<file path="src/rtl/riscv_consts_pkg.sv">
// Constants shared across the RV32I pipeline slice: canonical NOP,
// PCSel encodings driven by the X-stage control, and the fetch FSM states.
package riscv_consts;

  localparam logic [31:0] NOP_INST       = 32'h0000_0013;

  localparam logic [1:0]  PCSEL_PLUS4    = 2'd0;
  localparam logic [1:0]  PCSEL_REDIRECT = 2'd1;
  localparam logic [1:0]  PCSEL_RESET    = 2'd2;

  typedef enum logic [1:0] {
    FETCH_FILL = 2'd0,
    FETCH_RUN  = 2'd1,
    FETCH_KILL = 2'd2
  } fetch_state_e;

endpackage

</file>
<file path="src/rtl/fetch_pc_unit.sv">
// Fetch PC owner: drives a 1-cycle synchronous IMEM and presents {pc, inst, valid} to decode.
// Fetch at t reaches decode at t+1; redirects squash two slots; stall holds the decode view.
module fetch_pc_unit #(
  parameter logic [31:0] RESET_PC = 32'h0000_2000,
  parameter logic [31:0] NOP_INST = riscv_consts::NOP_INST
) (
  input  logic        clk,
  input  logic        reset,
  input  logic        stall,
  input  logic [1:0]  pc_sel,
  input  logic [31:0] redirect_tgt,
  output logic [31:0] imem_addr,
  output logic        imem_re,
  input  logic [31:0] imem_dout,
  output logic [31:0] D_pc,
  output logic [31:0] D_inst,
  output logic        D_valid,
  output logic        flush_D
);
  import riscv_consts::*;

  fetch_state_e r_state;
  logic [31:0]  r_pc_q;
  logic [31:0]  r_pc_d;
  logic [31:0]  r_hold_inst;
  logic         r_stall_q;

  logic         w_sel_reset;
  logic         w_sel_redirect;

  // pc_sel == 3 decodes as neither, so it falls through to PC+4.
  assign w_sel_reset    = (pc_sel == PCSEL_RESET);
  assign w_sel_redirect = (pc_sel == PCSEL_REDIRECT);

  always_ff @(posedge clk) begin
    if (reset) begin
      r_pc_q      <= RESET_PC;
      r_pc_d      <= RESET_PC;
      r_state     <= FETCH_FILL;
      r_stall_q   <= 1'b0;
      r_hold_inst <= NOP_INST;
    end else begin
      if (stall) begin
        r_hold_inst <= D_inst;
      end
      if (w_sel_reset) begin
        r_pc_q    <= RESET_PC;
        r_state   <= FETCH_FILL;
        r_stall_q <= 1'b0;
      end else if (w_sel_redirect) begin
        // Redirect beats stall; clearing stall_q keeps stale hold data out of the new path.
        r_pc_q    <= redirect_tgt;
        r_state   <= FETCH_KILL;
        r_stall_q <= 1'b0;
      end else if (stall) begin
        r_stall_q <= 1'b1;
      end else begin
        r_pc_d    <= r_pc_q;
        r_pc_q    <= r_pc_q + 32'd4;
        r_state   <= FETCH_RUN;
        r_stall_q <= 1'b0;
      end
    end
  end

  always_comb begin
    D_inst  = NOP_INST;
    D_valid = 1'b0;
    if (!reset && (r_state == FETCH_RUN)) begin
      D_valid = 1'b1;
      // While stalled the IMEM re-reads pc_q, not pc_d, so the held copy is what decode must see.
      D_inst  = r_stall_q ? r_hold_inst : imem_dout;
    end
  end

  assign imem_addr = r_pc_q;
  assign imem_re   = !reset;
  assign D_pc      = r_pc_d;
  assign flush_D   = (w_sel_redirect || w_sel_reset) && !reset;

endmodule

</file>
<file path="config.mk">
export PLATFORM = sky130hd
export DESIGN_NAME = fetch_pc_unit
export DESIGN_NICKNAME = d
export VERILOG_FILES = /design/src/rtl/riscv_consts_pkg.sv /design/src/rtl/fetch_pc_unit.sv
export SDC_FILE = /design/constraint.sdc
export NUM_CORES = 1
export LEC_CHECK = 0
export CAP_MARGIN = 20
export CORE_AREA = 4 4 107 109
export DETAILED_ROUTE_END_ITERATION = 10
export DIE_AREA = 0 0 111 113
export GPL_TIMING_DRIVEN = 0
export PLACE_DENSITY_LB_ADDON = 0.25
export SLEW_MARGIN = 10
export SYNTH_ARGS = -nofsm -noshare
export SYNTH_HDL_FRONTEND = slang
export SYNTH_SLANG_ARGS = --single-unit
</file>
<file path="constraint.sdc">
create_clock -name clk -period 2.1 [get_ports clk]
set_input_delay 0.42 -clock clk [delete_from_list [all_inputs] [get_ports clk]]
set_output_delay 0.42 -clock clk [all_outputs]
set_load 0.02 [all_outputs]
</file>
==> reports/metrics.csv <==
metric,value,unit
clk sink count,99,
P_leak,2.632,nW
worst slack at placement,-1.188,ns
DRT Wirelength,15460,µm
Die X,111,µm
"Hold-fix buffers, CTS",0,
met3 WL,1163,µm
Synth Net Count,629,
worst slack on hold paths,0.4596,ns
area of the core,0.01060,mm²
Crit path largest cell delay,0.50,ns
P&R area growth vs syn,57.66,%
CTS tree,done,
Ports,168,
"top cells by area, synth","dfxtp_1 43%, mux2i_1 14%, nand2_1 6.9%",
Skew-Pair Late Insertion Delay,0.36,ns
crit path launch type,flip-flop,
first-pass GRT wire length,24360,µm
Peak VDD IR,0.3912,mV
number of fill cells in the layout,800,
total track usage,0.2389,
FMAX,0.4765,GHz
Die Footprint,0.01254,mm²
ys async rst share,0,
RSZ-0062 raised after global routing,true,
ys flop type,dfxtp_1,
DR DRC count,0,
Die Y,113,µm
metal2 WL,7451,µm
crit share post-route,0.9993,
Clock transition at path regs,0.09,ns
Routed WL per cell,17.31,µm
initial antenna violation count,1,
Synthesis Warnings,0,
Setup Crit Path Kind,reg -> out,
largest net degree at the start of global routing,16,
grt total ovfl,0,
"EDFF count, synth",0,
Synth Register Bits,99,
setup ws final,0.001389,ns
Detailed Place HPWL,10770,µm
Slew HR,0.5104,
root buf cell,clkbuf_8,
worst slew pin tran,0.7344,ns
CTS buffer count,9,
starting density of the core,0.4339,
Tmin final,2.099,ns
post-synth cell types,38,
uppermost layer routed,met4,
Final setup viols,0,
status,"complete, no violations",
share of post-route cells with drive strength above 1,0.1862,
M1 WL,6459,µm
Final nets,820,
"Avg Cell Area, Syn",8.260,µm²
post-synthesis cell count,557,
DRT Pass-1 Iters,5,
CP max FO,6,
Setup Skew,0.008147,ns
slowest CP cell,or3b_4,
IO Port Bufs,167,
synthesized area,0.004601,mm²
crit path DAT,1.68,ns
Crit. End Element,primary output,
DRT antenna net count,0,
max cap viols,0,
Fin. Hold Viols,0,
Synth area leader,dfxtp_1,
crit path cell chain,"or3b_4, clkbuf_16, nor2_4, buf_6",
Synth top area share,0.4308,
share of the yosys chip area belonging to registers,0.4308,
routed via count,4870,
Slew Limit Fails,0,
vias per inst,5.454,
vias in the first global route,4814,
Bufs on Longest Clock Path,2,
RD Place Congestion,0.8409,
initial DRC count,291,
CP required,1.68,ns
Hold/Removal Path Class,reg -> reg,
# H-tree levels,3,
number of cell rows,38,
Power Dens Cells,566.3,mW/mm²
report_power, final:
part / switching (mW) / leakage [nW] / internal (mW)
clock: 0.658 / 0.108 / 0.693
sequential: 0.0721 / 0.808 / 1.93
combinational: 0.384 / 1.72 / 0.366
stage by stage:
stage	setup TNS [ns]	cell area (µm²)	instances	total power, mW	util
after floorplan	0	4601	557	2.356	-
final	0	7253	893	4.107	0.6841
after global placement	-64.12	6447	864	2.688	0.6081
after detailed placement	-68.13	6447	864	2.701	0.6081
after global routing	-0.4683	7251	892	4.273	0.6839
after CTS	-0.05037	7144	886	4.095	0.6738
cell usage in the layout, fill, tap and decap left out, drive strengths merged, types with 11 or more instances in the layout:
master / Yosys / layout
a21oi: 43 / 43
buf: 12 / 59
clkbuf: 30 / 41
clkdlybuf4s50: 0 / 131
dfxtp: 99 / 99
inv: 12 / 11
mux2i: 64 / 64
nand2: 85 / 85
nor2: 69 / 69
o21ai: 26 / 26
xnor2: 11 / 11
timing repair:
item	4_1_cts	5_1_grt
pin swaps	24	12
setup endpoints to repair	52	78
resized for setup	299	36
setup buffers	5	8
cloned	3	0
layer usage:
layer | track usage | vias up
li1 | - | 2315
met1 | 0.2929 | 2320
met2 | 0.4017 | 197
met3 | 0.07059 | 38
met4 | 0.08374 | 0
met5 | 0 | -
critical path, delay by kind of cell (launching register included):
kind	cells	cell delay [ns]
simple gates	2	0.64
flops	1	0.33
buf+inv	2	0.34
area by class of cell:
class	instances	area, µm²	area share
Clock inverter	5	77.57	0.01070
Inverter	12	57.56	0.007935
Timing Repair Buffer	183	1874	0.2584
Tap cell	140	175.2	0.02415
Sequential cell	99	1997	0.2753
Multi-Input combinational cell	404	2673	0.3685
Buffer	39	259.0	0.03571
Clock buffer	10	137.6	0.01898
Antenna cell	1	2.502	0.0003450
state kept, by name, indices dropped and copies added (netlist names):
name and flops:
r_hold_inst 32, imem_addr 32, r_stall_q 1, r_state 2, D_pc 32
cell usage after synthesis (all sizes together) (2+ instances only):
master   n
and3     3
o21ai   26
a311oi   6
nand2b   2
nor3    10
buf     12
o31ai    8
or2      3
nand4    7
a31oi    9
inv     12
dfxtp   99
mux2i   64
a21oi   43
nand2   85
ha       3
clkbuf  30
or3      4
xnor2   11
nand4b   3
and4     5
nor2b    3
and2     3
or4      9
a211oi   4
nor2    69
nand3   10
nor4     9
logic make-up after synthesis:
| kind of cell | synth area share |
|---|---|
| muxes | 0.1392 |
| AOI/OAI and AO/OA | 0.1199 |
| buffers and inverters | 0.04487 |
| DFF | 0.4308 |
| and+or+nand+nor | 0.2342 |
| xor gates and xnor gates | 0.02284 |
| adders and majority gates | 0.008160 |
path summary, 6_finish.rpt:
path                start       endpoint  slack (ns)  cells past startpoint
max            r_state[1]      D_inst[5]       0.001                      4
min              D_pc[24]       D_pc[24]        0.46                      2
max reg2reg  imem_addr[7]  imem_addr[28]        0.07                      6
min reg2reg      D_pc[24]       D_pc[24]        0.46                      2
Note: power is estimated with default switching activity, not from simulation.
